<file path="config.mk">
export PLATFORM = sky130hd
export DESIGN_NAME = id_hazard_ctrl
export DESIGN_NICKNAME = d
export VERILOG_FILES = /design/src/rtl/id_hazard_ctrl_pkg.sv /design/src/rtl/id_hazard_ctrl_hz_src_match.sv /design/src/rtl/id_hazard_ctrl.sv
export SDC_FILE = /design/constraint.sdc
export NUM_CORES = 1
export LEC_CHECK = 0
export BUFFER_PORTS_ARGS = -buffer_cell sky130_fd_sc_hd__buf_4
export CORE_AREA = 2 2 74 76
export DETAILED_ROUTE_END_ITERATION = 8
export DIE_AREA = 0 0 76 78
export GPL_TIMING_DRIVEN = 0
export PLACE_DENSITY = 0.8
export SLEW_MARGIN = 20
export SYNTH_ARGS = -nofsm -noshare
export SYNTH_HDL_FRONTEND = slang
export SYNTH_SLANG_ARGS = --single-unit
</file>
<file path="constraint.sdc">
create_clock -name clk_i -period 3.85 [get_ports clk_i]
set_input_delay 0.1925 -clock clk_i [delete_from_list [all_inputs] [get_ports clk_i]]
set_output_delay 0.1925 -clock clk_i [all_outputs]
set_load 0.1 [all_outputs]
</file>
<file path="src/rtl/id_hazard_ctrl_pkg.sv">
// Shared encodings for the decode-stage hazard controller.
package id_hazard_ctrl_pkg;

    typedef enum logic [1:0] {
        FWD_RF  = 2'd0,
        FWD_EX  = 2'd1,
        FWD_MEM = 2'd2,
        FWD_WB  = 2'd3
    } fwd_sel_e;

endpackage

</file>
<file path="src/rtl/id_hazard_ctrl_hz_src_match.sv">
// Per-source comparator: EX match flag and EX > MEM > WB forwarding select.
module hz_src_match
    import id_hazard_ctrl_pkg::*;
#(
    parameter int REG_W = 5
) (
    input  logic             ex_valid_i,
    input  logic [REG_W-1:0] ex_rd_i,
    input  logic             ex_is_load_i,
    input  logic             mem_valid_i,
    input  logic [REG_W-1:0] mem_rd_i,
    input  logic             wb_valid_i,
    input  logic [REG_W-1:0] wb_rd_i,
    input  logic [REG_W-1:0] rs_i,
    input  logic             use_i,
    output logic             ex_match_o,
    output fwd_sel_e         sel_o
);

    logic active;
    logic mem_match;
    logic wb_match;

    // x0 and unused sources never match anything
    assign active     = use_i && (rs_i != '0);
    assign ex_match_o = active && ex_valid_i  && (rs_i == ex_rd_i);
    assign mem_match  = active && mem_valid_i && (rs_i == mem_rd_i);
    assign wb_match   = active && wb_valid_i  && (rs_i == wb_rd_i);

    always_comb begin
        sel_o = FWD_RF;
        if (ex_match_o && !ex_is_load_i) begin
            sel_o = FWD_EX;
        end else if (mem_match) begin
            sel_o = FWD_MEM;
        end else if (wb_match) begin
            sel_o = FWD_WB;
        end
    end

endmodule

</file>
<file path="src/rtl/id_hazard_ctrl.sv">
// Decode-stage hazard controller: tracks EX/MEM/WB destinations and drives
// stall, bubble, flush and forwarding selects for the ID stage.
module id_hazard_ctrl
    import id_hazard_ctrl_pkg::*;
#(
    parameter int REG_W = 5,
    parameter int CNT_W = 32
) (
    input  logic             clk_i,
    input  logic             rst_ni,
    input  logic             id_valid_i,
    input  logic [REG_W-1:0] id_rs1_i,
    input  logic [REG_W-1:0] id_rs2_i,
    input  logic             id_use_rs1_i,
    input  logic             id_use_rs2_i,
    input  logic [REG_W-1:0] id_rd_i,
    input  logic             id_we_i,
    input  logic             id_is_load_i,
    input  logic             ex_flush_i,
    input  logic             ext_stall_i,
    output logic             stall_if_o,
    output logic             stall_id_o,
    output logic             bubble_ex_o,
    output logic             flush_if_o,
    output logic             flush_id_o,
    output logic [1:0]       fwd_sel1_o,
    output logic [1:0]       fwd_sel2_o,
    output logic [CNT_W-1:0] stall_count_o
);

    logic             ex_valid_q,  ex_valid_d;
    logic [REG_W-1:0] ex_rd_q,     ex_rd_d;
    logic             ex_ld_q,     ex_ld_d;
    logic             mem_valid_q, mem_valid_d;
    logic [REG_W-1:0] mem_rd_q,    mem_rd_d;
    logic             wb_valid_q,  wb_valid_d;
    logic [REG_W-1:0] wb_rd_q,     wb_rd_d;
    logic [CNT_W-1:0] count_q,     count_d;

    logic     ex_match1, ex_match2;
    fwd_sel_e sel1, sel2;
    logic     lu;

    hz_src_match #(.REG_W(REG_W)) u_match_rs1 (
        .ex_valid_i  (ex_valid_q),
        .ex_rd_i     (ex_rd_q),
        .ex_is_load_i(ex_ld_q),
        .mem_valid_i (mem_valid_q),
        .mem_rd_i    (mem_rd_q),
        .wb_valid_i  (wb_valid_q),
        .wb_rd_i     (wb_rd_q),
        .rs_i        (id_rs1_i),
        .use_i       (id_use_rs1_i),
        .ex_match_o  (ex_match1),
        .sel_o       (sel1)
    );

    hz_src_match #(.REG_W(REG_W)) u_match_rs2 (
        .ex_valid_i  (ex_valid_q),
        .ex_rd_i     (ex_rd_q),
        .ex_is_load_i(ex_ld_q),
        .mem_valid_i (mem_valid_q),
        .mem_rd_i    (mem_rd_q),
        .wb_valid_i  (wb_valid_q),
        .wb_rd_i     (wb_rd_q),
        .rs_i        (id_rs2_i),
        .use_i       (id_use_rs2_i),
        .ex_match_o  (ex_match2),
        .sel_o       (sel2)
    );

    assign lu         = id_valid_i && ex_ld_q && (ex_match1 || ex_match2);
    assign fwd_sel1_o = sel1;
    assign fwd_sel2_o = sel2;
    assign stall_count_o = count_q;

    // ext_stall > ex_flush > load-use
    always_comb begin
        stall_if_o  = 1'b0;
        stall_id_o  = 1'b0;
        bubble_ex_o = 1'b0;
        flush_if_o  = 1'b0;
        flush_id_o  = 1'b0;
        count_d     = count_q;
        if (ext_stall_i) begin
            stall_if_o = 1'b1;
            stall_id_o = 1'b1;
        end else if (ex_flush_i) begin
            flush_if_o  = 1'b1;
            flush_id_o  = 1'b1;
            bubble_ex_o = 1'b1;
        end else if (lu) begin
            stall_if_o  = 1'b1;
            stall_id_o  = 1'b1;
            bubble_ex_o = 1'b1;
            if (count_q != {CNT_W{1'b1}}) begin
                count_d = count_q + 1'b1;
            end
        end
    end

    always_comb begin
        ex_valid_d  = ex_valid_q;
        ex_rd_d     = ex_rd_q;
        ex_ld_d     = ex_ld_q;
        mem_valid_d = mem_valid_q;
        mem_rd_d    = mem_rd_q;
        wb_valid_d  = wb_valid_q;
        wb_rd_d     = wb_rd_q;
        if (!ext_stall_i) begin
            wb_valid_d  = mem_valid_q;
            wb_rd_d     = mem_rd_q;
            mem_valid_d = ex_valid_q;
            mem_rd_d    = ex_rd_q;
            // x0 and non-writing instructions are stored as empty slots
            ex_valid_d  = id_valid_i && !bubble_ex_o && id_we_i && (id_rd_i != '0);
            ex_rd_d     = id_rd_i;
            ex_ld_d     = id_is_load_i;
        end
    end

    always_ff @(posedge clk_i or negedge rst_ni) begin
        if (!rst_ni) begin
            ex_valid_q  <= 1'b0;
            ex_rd_q     <= '0;
            ex_ld_q     <= 1'b0;
            mem_valid_q <= 1'b0;
            mem_rd_q    <= '0;
            wb_valid_q  <= 1'b0;
            wb_rd_q     <= '0;
            count_q     <= '0;
        end else begin
            ex_valid_q  <= ex_valid_d;
            ex_rd_q     <= ex_rd_d;
            ex_ld_q     <= ex_ld_d;
            mem_valid_q <= mem_valid_d;
            mem_rd_q    <= mem_rd_d;
            wb_valid_q  <= wb_valid_d;
            wb_rd_q     <= wb_rd_d;
            count_q     <= count_d;
        end
    end

endmodule
</file>
==> results of run 1 <==
==> layout make-up <==
| type | instances | area (sq um) | area share [%] |
|---|---|---|---|
| multi-input combinational | 190 | 1529 | 43.06 |
| sequential | 51 | 1276 | 35.94 |
| timing repair buffer | 64 | 483.0 | 13.60 |
| tap | 70 | 87.58 | 2.467 |
| buffer | 12 | 80.08 | 2.255 |
| clock buffer | 5 | 68.82 | 1.938 |
| clock inverter | 3 | 18.77 | 0.5285 |
| inverter | 2 | 7.507 | 0.2114 |
==> power breakdown <==
part / internal [uW] / total, uW / switching (uW) / leakage (uW)
clock network: 128 / 314 / 185 / 0.0000483
registers: 562 / 599 / 36.3 / 0.000675
logic: 78.4 / 172 / 93.7 / 0.000920
==> path summary, 6_finish.rpt <==
check,slack [ps],to,depth (start not counted)
max in group asynchronous,2980,stall_count_o[12],2
min,110,ex_valid_q,2
max,970,stall_if_o,8
min in group asynchronous,440,wb_rd_q[2],2
min reg2reg,500,stall_count_o[23],1
max reg2reg,1430,stall_count_o[25],8
==> what timing repair did <==
action / 4_1_cts / 5_1_grt
hold endpoints to repair: 51 / 0
hold buffers: 1 / 0
gates resized for setup: 0 / 0
==> synth_stat cells, types with 6 or more instances <==
cell type / instances / area, sq um
dfrtp_1: 51 / 1276
xnor2_1: 37 / 324.1
xor2_1: 24 / 210.2
mux2_2: 18 / 202.7
nand4_1: 16 / 100.1
and3_1: 13 / 81.33
nand3_1: 13 / 65.06
nor2_1: 9 / 33.78
and2_1: 8 / 50.05
nand4_2: 8 / 100.1
nand2_1: 6 / 22.52
==> metrics by stage <==
stage               setup WS, ps  cells
floorplan                  470.6    255
global placement            1323    388
detailed placement          1292    388
CTS                        946.5    397
global route               808.6    397
finish                     966.5    397
==> cells by family after synthesis <==
logic type | after synthesis | share of synthesized area, %
buf+inv | 14 | 3.028
xor+xnor | 61 | 18.47
mux | 19 | 7.396
compound gates | 11 | 3.201
simple gates | 98 | 23.36
fa+ha+maj | 1 | 0.4325
flops | 51 | 44.12
==> state kept, by name (all words and copies together), names as in the netlist <==
| signal | count |
|---|---|
| stall_count_o | 32 |
| wb_valid_q | 1 |
| ex_rd_q | 5 |
| mem_valid_q | 1 |
| mem_rd_q | 5 |
| wb_rd_q | 5 |
| ex_ld_q | 1 |
| ex_valid_q | 1 |
==> routing by layer <==
metal / vias up / track usage, % / wire length (microns)
met1: 1062 / 30.21 / 2892
met5: - / 0 / 0
met4: 0 / 8.000 / 108
li1: 1047 / - / -
met3: 12 / 4.419 / 229
met2: 56 / 37.32 / 3105
==> results.md, run 1 <==
- Req. time, crit path: 3660 ps
- Nets: 351
- Clk sink count: 51
- Ys async rst share: 100.0%
- GP Congestion: 0.8722
- Area Overhead vs Synth: 22.75%
- Number of global-route vias before repair: 2170
- Root Driver: clkbuf_8
- Row cnt: 26
- Final hold slack: 110.6 ps
- First-pass GRT wire length: 10730 microns
- Via count: 2177
- FF+latch count, synth: 51
- Slowest CP cell: a211oi_4
- CP Class: register to output port
- CP endpoint kind: output port
- Crit path launch type: register
- Antenna violations before repair: 0
- Rel. slew slack: 57.06%
- Syn_nets: 280
- EDFF count, synth: 0
- Outcome: complete, no violations
- Fin crit period: 2883 ps
- Routed WL: 6334 microns
- Endpoints failing setup: 0
- Routed length per instance: 15.95 microns
- Residual DRC: 0
- Total gr overflow: 0
- Max stage delay on crit path: 460 ps
- IO Port Bufs: 63
- Critical Path AT: 2690 ps
- Core Util, Final: 70.42%
- Inserted Diodes: 0
- Die ar.: 0.005928 sq mm
- CTS tree: done
- Crit path launch: ex_rd_q[1]
- RSZ-0062 raised after global routing: no
- Most frequent cells in the layout: 65 x buf_4, 51 x dfrtp_1, 37 x xnor2_1
- Setup Buffers After CTS: 0
- Initial DRC count: 111
- Yosys Warn Count: 0
- Syn_area_per_cell: 11.34 sq um
- Slew Viols, Final: 0
- Worst-Skew Late Latency: 310 ps
- Crit share post-route: 74.90%
- CP delay by family, top: simple AND/OR/NAND/NOR gates
- Pwr Total: 1084 uW
- Crit path top cell by count: buf_4
- Sequential area share after synthesis: 44.12%
- CTS Buffer Depth: 2
- Starting Density: 57.37%
- Leakage power: 0.001644 uW
- First-pass detailed-route iteration total: 4
- Final hold violations: 0
- Largest net degree at the start of global routing: 52
- Reg-to-Reg Start: stall_count_o[0]
- Core box area: 0.005042 sq mm
- Mapped Area: 0.002893 sq mm
- Vias/cell: 5.484
- CTS H-tree depth: 2
- I/O pin count: 65
- Crit-path max FO: 10
- Post-route design area: 0.003551 sq mm
- Worst-Margin Slew: 644.2 ps
- Hold_sp: ex_flush_i
- Die Wd: 76 microns
- Max-Cap Viols: 0
- Area after DPL: 0.003453 sq mm
- Layout Skew: 3.645 ps
- Cts bufs inserted: 5
- Post-Syn Instances: 255
- Antenna-violating nets left: 0
- Most used DFF post-synth: dfrtp_1
- Share of cells above drive strength 1: 36.09%
- Worst-path clk slew: 90 ps
- Fillcell total: 386
- CP Cell Sequence: xor2_1, nor4_2, nand4_2, a211oi_4, buf_6, or2_1, buf_4, buf_4
- Achievable clock frequency: 346.8 MHz
- PD cells: 305.4 mW/mm^2
- Die Span Y: 78 microns
- Setup TNS: 0 ps
- Dpl hpwl: 4760 microns
- Post-synth cell types: 37
- Worst hold path type: primary input to register
- CP bufs+invs: 3
- Peak VDD IR: 0.0002284 V
- Total Routing Usage GR: 22.69%
- Most common cell after layout, fill and taps aside: buf_4
(Power assumes the default switching activity.)
==> run 2, diff against run 1 <==
--- a/config.mk
+++ b/config.mk
@@ -5,12 +5,13 @@
 export SDC_FILE = /design/constraint.sdc
 export NUM_CORES = 1
 export LEC_CHECK = 0
+export ABC_AREA = 1
 export BUFFER_PORTS_ARGS = -buffer_cell sky130_fd_sc_hd__buf_4
-export CORE_AREA = 2 2 74 76
+export CORE_AREA = 2 2 82 84
 export DETAILED_ROUTE_END_ITERATION = 8
-export DIE_AREA = 0 0 76 78
+export DIE_AREA = 0 0 84 86
 export GPL_TIMING_DRIVEN = 0
-export PLACE_DENSITY = 0.8
+export PLACE_DENSITY = 0.76
 export SLEW_MARGIN = 20
 export SYNTH_ARGS = -nofsm -noshare
 export SYNTH_HDL_FRONTEND = slang
==> constraint.sdc (replaced) <==
create_clock -name clk_i -period 2.83 [get_ports clk_i]
set_input_delay 0.1415 -clock clk_i [delete_from_list [all_inputs] [get_ports clk_i]]
set_output_delay 0.1415 -clock clk_i [all_outputs]
set_load 0.1 [all_outputs]
==> results.md, run 2 <==
- Yosys Warn Count: 0 (unchanged)
- Root Driver: clkbuf_8
- FF+latch count, synth: 51 (unchanged)
- # resized after CTS: 0 (unchanged)
- Worst hold path type: primary input to register
- Sequential area share after synthesis: 36.96% (-7.2 points)
- Syn_area_per_cell: 6.948 sq um (-39%)
- Core box area: 0.006277 sq mm (+24%)
- Via count: 3325 (+53%)
- Post-synth cell types: 27 (-27%)
- Max stage delay on crit path: 400 ps (-60 ps)
- Max FFs per register: 32 (unchanged)
- IO Port Bufs: 64 (+1.6%)
- Crit path top cell by count: nand2_1
- Cts bufs inserted: 5 (unchanged)
- Yosys top cell by area: dfrtp_1
- Crit share post-route: 73.72%
- Worst-path clk slew: 90 ps (about the same)
- Ys async rst share: 100.0% (unchanged)
- Largest net degree at the start of global routing: 52 (unchanged)
- Leakage power: 0.002219 uW (+35%)
- Starting Density: 55.01% (-2.4 points)
- Highest metal used: met4
- CP endpoint kind: output port
- EDFF count, synth: 0 (unchanged)
- Die Span Y: 86 microns (+10%)
- Mapped Area: 0.003453 sq mm (+19%)
- Post-Syn Instances: 497 (+95%)
- Req. time, crit path: 2690 ps (-970 ps)
- RSZ-0062 raised after global routing: no
- Total Routing Usage GR: 25.50% (+2.8 points)
- Slew Viols, Final: 0 (unchanged)
- CP delay by family, top: simple AND/OR/NAND/NOR gates
- Row cnt: 29 (+12%)
- Rel. slew slack: 55.79% (-1.3 points)
- Largest cells by area after synthesis: dfrtp_1 37%, nand2_1 23%, xor2_1 6.6%, inv_1 4.2%, nor2_1 4.0%
- Layout Skew: 8.443 ps (+4.798 ps)
- Worst-Margin Slew: 663.1 ps (+18.98 ps)
- Clk sink count: 51 (unchanged)
- Vias/cell: 5.139 (-6.3%)
- Non-filler cells, final: 647 (+63%)
- Setup Buffers After CTS: 0 (unchanged)
- Area Overhead vs Synth: 20.40%
- GP Congestion: 0.8808 (+0.99%)
- Initial DRC count: 131 (+18%)
- Antenna-violating nets left: 0 (unchanged)
- Critical Path AT: 1940 ps (-750 ps)
- Residual DRC: 0 (unchanged)
- Placed Cells: 638 (+64%)
- Nets: 594 (+69%)
- Most common cell after layout, fill and taps aside: nand2_1
- Dpl hpwl: 7019 microns (+47%)
- Outcome: complete, no violations
- Fin crit period: 2086 ps
- CTS tree: done
- Crit-path max FO: 4 (-6)
- Number of global-route vias before repair: 3269 (+51%)
- Total gr overflow: 0 (unchanged)
- Share of cells above drive strength 1: 19.47% (-17 points)
- Setup TNS: 0 ps (unchanged)
- Peak VDD IR: 0.0002433 V (+6.5%)
- Routed length per instance: 13.74 microns (-14%)
- Syn_nets: 522 (+86%)
- Met3 routed WL: 316 microns (+38%)
- Endpoints failing setup: 0 (unchanged)
- First-pass detailed-route iteration total: 4 (unchanged)
- Worst-Skew Late Latency: 300 ps (about the same)
- Routed WL: 8890 microns (+40%)
- Achievable clock frequency: 479.3 MHz
- Setup WS post-layout: 743.8 ps (-222.7 ps)
- CP Class: register to output port
- Antenna violations before repair: 0 (unchanged)
- First-pass GRT wire length: 14810 microns (+38%)
- Die Wd: 84 microns (+11%)
- CP bufs+invs: 3 (unchanged)
- CP Cell Sequence: inv_1, nand2_1, nand2_1, nand2_1, nor2_1, nand3_1, nand2_2, nand3_1, nand2_1, buf_4, buf_4
- Most frequent cells in the layout: 216 x nand2_1, 66 x buf_4, 51 x dfrtp_1
- Pwr Total: 1540 uW (+42%)
- Wl on met1: 3747 microns (+30%)
- I/O pin count: 65 (unchanged)
- Die ar.: 0.007224 sq mm (+22%)
- Synth cell count leaders: 216 x nand2_1, 51 x dfrtp_1, 39 x inv_1
- CTS Buffer Depth: 2 (unchanged)
- Top-area cell type share of the netlist area: 36.96% (-7.2 points)
- Post-Place Setup Slack: 930.6 ps (-360.9 ps)
- Most used DFF post-synth: dfrtp_1
- Most frequent cell after synthesis: nand2_1
- Crit path launch type: register
- Inserted Diodes: 0 (unchanged)
- PD cells: 370.5 mW/mm^2 (+21%)
- Final hold violations: 0 (unchanged)
- Metal2 WL: 4566 microns (+47%)
- CTS H-tree depth: 2 (unchanged)
- Slowest CP cell: dfrtp_1
- Max-Cap Viols: 0 (unchanged)
## run 2: metrics by stage
step | util [%] | cell area, sq um | hold slack [ps]
finish | 66.23 | 4158 | 42.28
global placement | 64.20 | 4030 | 205.5
CTS | 66.23 | 4158 | 36.47
global route | 66.23 | 4158 | 63.54
detailed placement | 64.20 | 4030 | 219.0
floorplan | - | 3453 | -154.1
## run 2: where the power goes
part	switching (uW)	internal (uW)	leakage [uW]	total (uW)
Clock	242	287	0.0000612	529
Combinational	146	76.5	0.00147	223
Sequential	31.9	757	0.000686	789
Total	420	1120	0.00222	1540
## run 2: kinds of logic after synthesis
logic type / share of synthesized area (%)
XOR/XNOR: 9.891
flip-flops: 36.96
AND/OR/NAND/NOR: 41.77
adder cells (fa/ha/maj): 0.3623
AO/OA/AOI/OAI: 3.189
buffers and inverters: 7.826
## run 2: worst paths after layout
check	end	startpoint	slack, ps	cells after the start
max reg2reg	stall_count_o[17]	stall_count_o[1]	910	11
min reg2reg	mem_valid_q	mem_valid_q	490	2
max	stall_if_o	ex_rd_q[4]	740	11
max in group asynchronous	ex_rd_q[3]	rst_ni	1970	2
min	ex_ld_q	id_is_load_i	40	3
min in group asynchronous	mem_rd_q[0]	rst_ni	400	2
## run 2: area by class of cell
| cell class | instances | area, sq um |
|---|---|---|
| fillers | 577 | 2120 |
| multi-input cells | 389 | 1907 |
| flip-flops and latches | 51 | 1276 |
| repair buffers | 65 | 490.5 |
| inverters | 45 | 168.9 |
| plain buffers | 12 | 101.3 |
| well taps | 77 | 96.34 |
| clock buffers | 6 | 82.58 |
| clock inverters | 2 | 35.03 |
## run 2: timing repair
item / CTS / global route
hold buffers: 1 / 0
endpoints found under the hold margin: 51 / 0
endpoints found under the setup margin: 0 / 0
## run 2: tightest hold or removal path: cells and delay by family
family	cells	cell delay, ps
buf+inv	1	80
simple gates	2	90
## run 2: metal layers
| layer | up-vias | global-route usage [%] |
|---|---|---|
| met4 | 0 | 10.12 |
| met1 | 1535 | 30.81 |
| met3 | 22 | 2.599 |
| li1 | 1688 | - |
| met5 | - | 0 |
| met2 | 80 | 46.84 |
